==> config.mk <==
export PLATFORM = sky130hd
export DESIGN_NAME = mem_access
export DESIGN_NICKNAME = d
export VERILOG_FILES = /design/src/rtl/mem_access.sv
export SDC_FILE = /design/constraint.sdc
export NUM_CORES = 1
export LEC_CHECK = 0
export CAP_MARGIN = 20
export CORE_ASPECT_RATIO = 1.2
export CORE_MARGIN = 5
export CORE_UTILIZATION = 40
export DETAILED_ROUTE_END_ITERATION = 10
export PLACE_DENSITY = 0.77
export SLEW_MARGIN = 30
export SYNTH_ARGS = -nofsm -noshare
export SYNTH_HDL_FRONTEND = slang
export SYNTH_SLANG_ARGS = --single-unit
==> constraint.sdc <==
create_clock -name clk -period 2 [get_ports clk]
set_input_delay 0.3 -clock clk [delete_from_list [all_inputs] [get_ports clk]]
set_output_delay 0.3 -clock clk [all_outputs]
set_load 0.01 [all_outputs]
==> src/rtl/mem_access.sv <==
// Memory-stage load/store unit: request/grant + rvalid data-memory port, store lane replication, load lane extension.
// Accept->req next cycle; store done 1 cycle after gnt, load done 1 cycle after rvalid; busy stalls upstream meanwhile.
module mem_access #(
  parameter int unsigned MAX_WAIT = 255
) (
  input  logic        clk,
  input  logic        rst,
  input  logic        start,
  input  logic [6:0]  op,
  input  logic [2:0]  funct3,
  input  logic [31:0] addr,
  input  logic [31:0] s_data,
  output logic        busy,
  output logic        done,
  output logic [31:0] load_data,
  output logic        fault,
  output logic [1:0]  fault_code,
  output logic        mem_req,
  output logic        mem_we,
  output logic [31:0] mem_addr,
  output logic [3:0]  mem_be,
  output logic [31:0] mem_wdata,
  input  logic        mem_gnt,
  input  logic        mem_rvalid,
  input  logic [31:0] mem_rdata
);

  localparam logic [6:0] I_LOAD  = 7'b0000011;
  localparam logic [6:0] S_TYPE  = 7'b0100011;
  localparam logic [1:0] FC_NONE = 2'b00;
  localparam logic [1:0] FC_MIS  = 2'b01;
  localparam logic [1:0] FC_ILL  = 2'b10;
  localparam logic [1:0] FC_TO   = 2'b11;

  typedef enum logic [1:0] {IDLE, REQ, RESP, DONE} state_t;

  state_t      r_state, w_state_nxt;
  logic        r_we;
  logic [31:0] r_addr;
  logic [3:0]  r_be;
  logic [31:0] r_wdata;
  logic [2:0]  r_funct3;
  logic [1:0]  r_off;
  logic [7:0]  r_cnt;
  logic [31:0] r_load_data;
  logic        r_fault;
  logic [1:0]  r_code;

  logic        w_is_load, w_is_store, w_accept;
  logic        w_illegal, w_misalign, w_acc_fault;
  logic [1:0]  w_acc_code;
  logic [3:0]  w_be;
  logic [31:0] w_wdata;
  logic [31:0] w_lane, w_load_ext;
  logic [8:0]  w_cnt_inc;
  logic        w_timeout;
  logic        w_fin, w_fin_fault, w_busy;
  logic [1:0]  w_fin_code;
  logic [31:0] w_fin_data;

  assign w_is_load  = (op == I_LOAD);
  assign w_is_store = (op == S_TYPE);
  assign w_accept   = start && (w_is_load || w_is_store) && (r_state == IDLE || r_state == DONE);

  assign w_illegal   = w_is_load ? ((funct3 == 3'b011) || (funct3[2:1] == 2'b11))
                                 : (funct3 > 3'b010);
  assign w_misalign  = ((funct3[1:0] == 2'b01) && addr[0]) ||
                       ((funct3[1:0] == 2'b10) && (addr[1:0] != 2'b00));
  assign w_acc_fault = w_illegal || w_misalign;
  assign w_acc_code  = w_illegal ? FC_ILL : (w_misalign ? FC_MIS : FC_NONE);

  always_comb begin
    w_be    = 4'b1111;
    w_wdata = '0;
    if (w_is_store) begin
      case (funct3[1:0])
        2'b00: begin
          w_be    = 4'b0001 << addr[1:0];
          w_wdata = {4{s_data[7:0]}};
        end
        2'b01: begin
          w_be    = 4'b0011 << addr[1:0];
          w_wdata = {2{s_data[15:0]}};
        end
        default: w_wdata = s_data;
      endcase
    end
  end

  assign w_lane = mem_rdata >> {r_off, 3'b000};

  always_comb begin
    case (r_funct3)
      3'b000:  w_load_ext = {{24{w_lane[7]}}, w_lane[7:0]};
      3'b001:  w_load_ext = {{16{w_lane[15]}}, w_lane[15:0]};
      3'b100:  w_load_ext = {24'b0, w_lane[7:0]};
      3'b101:  w_load_ext = {16'b0, w_lane[15:0]};
      default: w_load_ext = mem_rdata;
    endcase
  end

  // Counter may already equal MAX_WAIT when a late grant moves us into RESP.
  assign w_cnt_inc = {1'b0, r_cnt} + 9'd1;
  assign w_timeout = (w_cnt_inc >= 9'(MAX_WAIT));

  always_comb begin
    w_state_nxt = r_state;
    w_busy      = 1'b0;
    w_fin       = 1'b0;
    w_fin_fault = 1'b0;
    w_fin_code  = FC_NONE;
    w_fin_data  = '0;
    case (r_state)
      IDLE, DONE: begin
        w_state_nxt = IDLE;
        if (w_accept) begin
          w_busy = 1'b1;
          if (w_acc_fault) begin
            w_state_nxt = DONE;
            w_fin       = 1'b1;
            w_fin_fault = 1'b1;
            w_fin_code  = w_acc_code;
          end else begin
            w_state_nxt = REQ;
          end
        end
      end
      REQ: begin
        w_busy = 1'b1;
        if (mem_gnt) begin
          w_state_nxt = r_we ? DONE : RESP;
          w_fin       = r_we;
        end else if (w_timeout) begin
          w_state_nxt = DONE;
          w_fin       = 1'b1;
          w_fin_fault = 1'b1;
          w_fin_code  = FC_TO;
        end
      end
      RESP: begin
        w_busy = 1'b1;
        if (mem_rvalid) begin
          w_state_nxt = DONE;
          w_fin       = 1'b1;
          w_fin_data  = w_load_ext;
        end else if (w_timeout) begin
          w_state_nxt = DONE;
          w_fin       = 1'b1;
          w_fin_fault = 1'b1;
          w_fin_code  = FC_TO;
        end
      end
      default: w_state_nxt = IDLE;
    endcase
  end

  always_ff @(posedge clk) begin
    if (rst) r_state <= IDLE;
    else     r_state <= w_state_nxt;
  end

  always_ff @(posedge clk) begin
    if (rst) begin
      r_we        <= 1'b0;
      r_addr      <= '0;
      r_be        <= '0;
      r_wdata     <= '0;
      r_funct3    <= '0;
      r_off       <= '0;
      r_cnt       <= '0;
      r_load_data <= '0;
      r_fault     <= 1'b0;
      r_code      <= FC_NONE;
    end else begin
      if (w_accept) begin
        r_we     <= w_is_store;
        r_addr   <= {addr[31:2], 2'b00};
        r_be     <= w_be;
        r_wdata  <= w_wdata;
        r_funct3 <= funct3;
        r_off    <= addr[1:0];
        r_cnt    <= '0;
      end else if (r_state == REQ || r_state == RESP) begin
        r_cnt <= w_cnt_inc[7:0];
      end
      // Result registers only change on completion so they hold until the next done.
      if (w_fin) begin
        r_load_data <= w_fin_data;
        r_fault     <= w_fin_fault;
        r_code      <= w_fin_code;
      end
    end
  end

  assign busy       = w_busy;
  assign done       = (r_state == DONE);
  assign mem_req    = (r_state == REQ);
  assign mem_we     = r_we;
  assign mem_addr   = r_addr;
  assign mem_be     = r_be;
  assign mem_wdata  = r_wdata;
  assign load_data  = r_load_data;
  assign fault      = r_fault;
  assign fault_code = r_code;

endmodule

* Word level (Yosys, flattened, before mapping)
Index checks and enable logic that the tools add are counted.
W data, S select, Z words.
** Storage, ports and cells
- Register bits :: 117
- Latch bits :: 0
- Memory bits (writable) :: 0
- Memory bits (read-only) :: 0
- Memories :: 0
** Operators by class
- Add/sub/neg operators :: 1
- $mul :: 0
- Div/mod/pow operators :: 0
- Magnitude comparators :: 2
- Equal/unequal tests :: 12
- Shift-type cells :: 3
- Mux-type cells :: 34
- Bitwise gates (word level) :: 0
- Reductions and logical operators :: 17
** Operators by type and width (number)
- $pmux W32 S4 :: 1
- $mux W32 :: 3
- $pmux W32 S2 :: 1
- $shr A32 B5 Y16 :: 1
- $mux W2 :: 11
- $pmux W2 S3 :: 2
- $mux W1 :: 11
- $add A8 B1 Y9 const B :: 1
- $ge A9 B8 Y1 const B :: 1
- $eq A2 B2 Y1 const B :: 4
- $pmux W4 S2 :: 1
- $eq A7 B2 Y1 const B :: 1
- $eq A7 B6 Y1 const B :: 1
- $eq A3 B3 Y1 const B :: 2
- $logic_or A1 B1 Y1 :: 6
- $pmux W1 S3 :: 2
- $reduce_or A2 Y1 :: 3
- $eq A2 B1 Y1 const B :: 2
- $logic_and A1 B1 Y1 :: 4
- $logic_not A2 Y1 :: 2
- $mux W4 :: 1
- $shl A1 B2 Y4 const A :: 1
- $shl A2 B2 Y4 const A :: 1
- $eq A3 B1 Y1 const B :: 1
- other kinds (5) :: 5

* Logic depth before layout (Yosys ltp)
- Depth in word-level cells :: 8
- Depth in mapped cells :: 9

* Worst setup path after synthesis
No wires, ideal clock.
- Path type :: reg-to-reg
- Start point :: reg r_cnt[0]
- End point :: reg r_code[0], in the netlist fault_code[0]
- Data arrival time :: 1913 ps
- Data required time :: 1875 ps
- Setup slack :: -38 ps
- Stages on the path, launching flop included :: 10
- Buffers on the path :: 2
- Period minus slack after synthesis :: 2038 ps
- Cell sequence :: dfxtp_1 inv_1 ha_1 nor2_1 o21ai_0 nor4_4 a211oi_2 buf_6 buf_8 o2bb2ai_1
** Between the ends
- Longest elaborated chain between the ends :: 5
- Elaborated cells on any way between the ends :: 10
- Those cells by class :: 1 x add/sub; 1 x order compare; 8 x mux
** Ends and longest elaborated chain
- start: declaration :: RTL line 44 : logic [7:0] r_cnt;
- start signal: assignment :: RTL line 184 : r_cnt <= w_cnt_inc[7:0];
- $add A8 B1 Y9 * :: RTL line 103 : assign w_cnt_inc = {1'b0, r_cnt} + 9'd1;
- named net w_cnt_inc[0] :: RTL line 55 : logic [8:0] w_cnt_inc;
- $ge A9 B8 Y1 * :: RTL line 104 : assign w_timeout = (w_cnt_inc >= 9'(MAX_WAIT));
- $mux W2 / $mux W1 (equally long branches) :: RTL line 133, 146
- $mux W2 (tied with other cells) :: RTL line 142 : if (mem_rvalid) begin
- $pmux W2 S3 / $pmux W1 S3 (equally long branches) :: RTL line 113 : case (r_state)
- end signal: assignment :: RTL line 190 : r_code <= w_fin_code;
- end: declaration :: RTL line 47 : logic [1:0] r_code;
The timed path passes the listed nets; every way through them passes the cells marked *.
A chain may end at the register's enable or synchronous reset.

* Worst setup path after layout
- Start point :: reg r_state[0]
- End point :: out mem_req
** Between the ends
- Longest elaborated chain between the ends :: 1
** Ends and longest elaborated chain
- start: declaration :: RTL line 37 : state_t r_state, w_state_nxt;
- start signal: assignment :: RTL line 159 : else r_state <= w_state_nxt;
- $eq A2 B1 Y1 :: RTL line 197 : assign mem_req = (r_state == REQ);
- end: declaration :: RTL line 18 : output logic mem_req,
Every way passes these cells.

==> impl_metrics.json <==
{
  "synthesis.area_sq_mm": 0.00559,
  "cts.sinks": 117,
  "start_util_pct": 40.6,
  "outcome": "finished with violations",
  "crit_chain": "buf_4, ha_1, buf_4, clkdlybuf4s50_1",
  "cts_tree": "yes",
  "clock.fmax_mhz": 497,
  "crit_start": "r_state[0]$_SDFF_PP0_",
  "area_growth_pct": 58.3,
  "critPathMaxStageDelay_ps": 530,
  "ys.flop_type": "dfxtp_1",
  "dpl.hpwl_microns": 13200,
  "synthTopCellsByArea": "dfxtp_1, mux2i_1, nand2_1",
  "crit_path_end_kind": "output port",
  "hold_violations": 0,
  "grt-ovfl-total": 0,
  "hold_path.class": "in -> reg",
  "vdd_drop_max_v": 0.000558,
  "die_h_microns": 139,
  "synth_top_cell_area_share_pct": 41.9,
  "finalMaxSlewViolations": 0,
  "drt-initial-drc-count": 379,
  "tns_ps": -10.2,
  "clk_pin_slew_ps": 50,
  "critical-path-top-delay-family": "buffers and inverters",
  "worst-path-stages": 4,
  "slew_headroom_pct": 42.3,
  "die-area_sq_mm": 0.0164,
  "antenna_found_initial": 0,
  "vias_per_cell": 5.14,
  "grt_pass1_vias": 5436,
  "antenna_cells": 0,
  "finalWirelength_microns": 17900,
  "violations": "negative setup slack",
  "synth_edf_count": 0,
  "remaining_drc_errors": 0,
  "reg2reg_from": "r_cnt[1]$_SDFFE_PP0N_",
  "final_cells": 1080,
  "numCtsBuffers": 17,
  "critPathKind": "reg -> out",
  "fin_crit_sh_pct": 101,
  "yosysUniqueCellTypes": 49,
  "clock_path_buffers": 2,
  "arrival_ps": 1710,
  "min_path_cells": 2,
  "cts-root-buf": "clkbuf_16",
  "clock_latency_ps": 420,
  "ios": 218,
  "postRouteAntennaNets": 0,
  "cp_data_required_time_ps": 1700,
  "io_buffers": 215,
  "p_total_mw": 5.96,
  "synthArstFlopShare_pct": 0,
  "grt_pass1_wl_microns": 27700,
  "p_leak_nw": 3.30,
  "endpoint": "mem_req",
  "path_max_fanout": 3,
  "cp_common_cell": "buf_4",
  "dr.pass1.iters": 5,
  "ctsHoldBuffers": 0,
  "ys_seq_area_share_pct": 41.9,
  "setup_ws_ps": -10.2,
  "fin_worst_skew_ps": 7.38,
  "startpoint_type": "flip-flop",
  "synth_cells": 663,
  "yosysMostFrequentCell": "nand2_1",
  "coreArea_sq_mm": 0.0138,
  "critPathSlowestCell": "clkdlybuf4s50_1",
  "final-setup-viol-count": 1,
  "r2r-end": "load_data[11]$_SDFFE_PP0P_",
  "post_dp_cell_area_sq_mm": 0.00812,
  "vias": 5555,
  "wire_per_inst_microns": 16.6,
  "rr_worst_depth": 10,
  "regToRegSetupSlack_ps": 20,
  "path_buf_inv": 3,
  "yosys.area.top_type": "dfxtp_1",
  "design_area_sq_mm": 0.00884,
  "ys_warn_count": 0,
  "dpl.cell_count": 1047,
  "period_needed_ps": 2010,
  "worst_slew_pin_slew_ps": 863,
  "syn_area_per_cell_sq_um": 8.43,
  "yosys-top-cells-count": "nand2_1, dfxtp_1, mux2i_1, o21ai_0, a21oi_1",
  "drive_above_1_share_pct": 11.0,
  "grt_max_degree": 42,
  "track_usage_pct": 20.8,
  "cts_htree_levels": 4,
  "ys_ff_latch": 117,
  "power_density_mw_per_mm2": 674,
  "fp-row-count": 47,
  "gp_congestion": 0.876,
  "die_w_microns": 118,
  "rsz0062_at_grt": "true",
  "drv_cap": 0,
  "layout.nets": 1013
}
placed cells by master (no fill, tap or decap), types with 6 or more instances in the layout:
master             n
nor3_1            11
o221ai_1           7
buf_4             40
nor2_1            43
a22o_1             8
a21oi_1           59
nand2b_1          39
clkdlybuf4s50_1  213
clkbuf_16         18
nand2_1          119
buf_12             6
mux2i_1           72
o2bb2ai_1         11
xnor2_1            8
inv_1              9
o21ai_0           61
dfxtp_1          112
cell families (layout without fill, tap and decap cells):
kind of cell	count (synthesis)	in the layout	synth area share [%]
AND/OR/NAND/NOR	235	235	19.6
multiplexers	73	73	13.3
flip-flops	117	117	41.9
buffers and inverters	58	303	5.06
XOR/XNOR	10	10	1.57
AO/OA/AOI/OAI	164	164	17.3
adder cells (fa/ha/maj)	5	5	1.12
other	1	2	0.0671
report_power, final:
group	total (mW)	internal (mW)	switching (mW)
clock network	3.13	2.08	1.05
logic	0.485	0.290	0.195
registers	2.34	2.34	0.00313
total	5.96	4.70	1.25
layout make-up:
| cell class | count | area (sq um) |
|---|---|---|
| fillers | 1151 | 4920 |
| multi-input cells | 489 | 3030 |
| repair buffers | 263 | 2600 |
| flip-flops and latches | 117 | 2350 |
| clock buffers | 23 | 488 |
| well taps | 171 | 214 |
| clock inverters | 8 | 123 |
| inverters | 9 | 33.8 |
flip-flops by register name (all words and copies together), names as in the netlist:
| register | cells |
|---|---|
| fault | 1 |
| fault_code | 2 |
| load_data | 32 |
| mem_addr | 30 |
| mem_be | 4 |
| mem_wdata | 32 |
| mem_we | 1 |
| r_cnt | 8 |
| r_funct3 | 3 |
| r_off | 2 |
| r_state | 2 |
timing repair:
action / 4_1_cts / 5_1_grt
buffers inserted: 1 / 1
pin swaps: 1 / 1
endpoints found under the setup margin: 34 / 37
cloned: 0 / 1
resized for setup: 7 / 11
metal layers:
layer,GRT usage (%),vias to the layer above,part of all wire [%]
met2,34.3,230,47
met4,9.60,0,4.0
li1,-,2754,-
met5,0,-,0
met3,8.16,53,9.1
met1,23.7,2518,40
stage by stage:
step                util (%)  hold slack, ps  setup WS (ps)
floorplan                  -             433           11.3
global placement        59.0             435           -227
detailed placement      59.0             445           -291
CTS                     63.6             218          -8.32
global route            64.3             237          -92.0
finish                  64.3             237          -10.2
how the worst min path moves through the flow:
stage	end	slack (ps)	from
final	r_funct3[2]$_SDFFE_PP0P_	240	rst
after global routing	r_state[0]$_SDFF_PP0_	240	rst
after CTS	r_funct3[2]$_SDFFE_PP0P_	220	rst
after detailed placement	mem_wdata[15]$_SDFFE_PP0P_	440	mem_wdata[15]$_SDFFE_PP0P_
after global placement	mem_wdata[27]$_SDFFE_PP0P_	440	mem_wdata[27]$_SDFFE_PP0P_
after floorplan	mem_wdata[0]$_SDFFE_PP0P_	430	s_data[0]
Note: power is estimated with default switching activity, not from simulation.
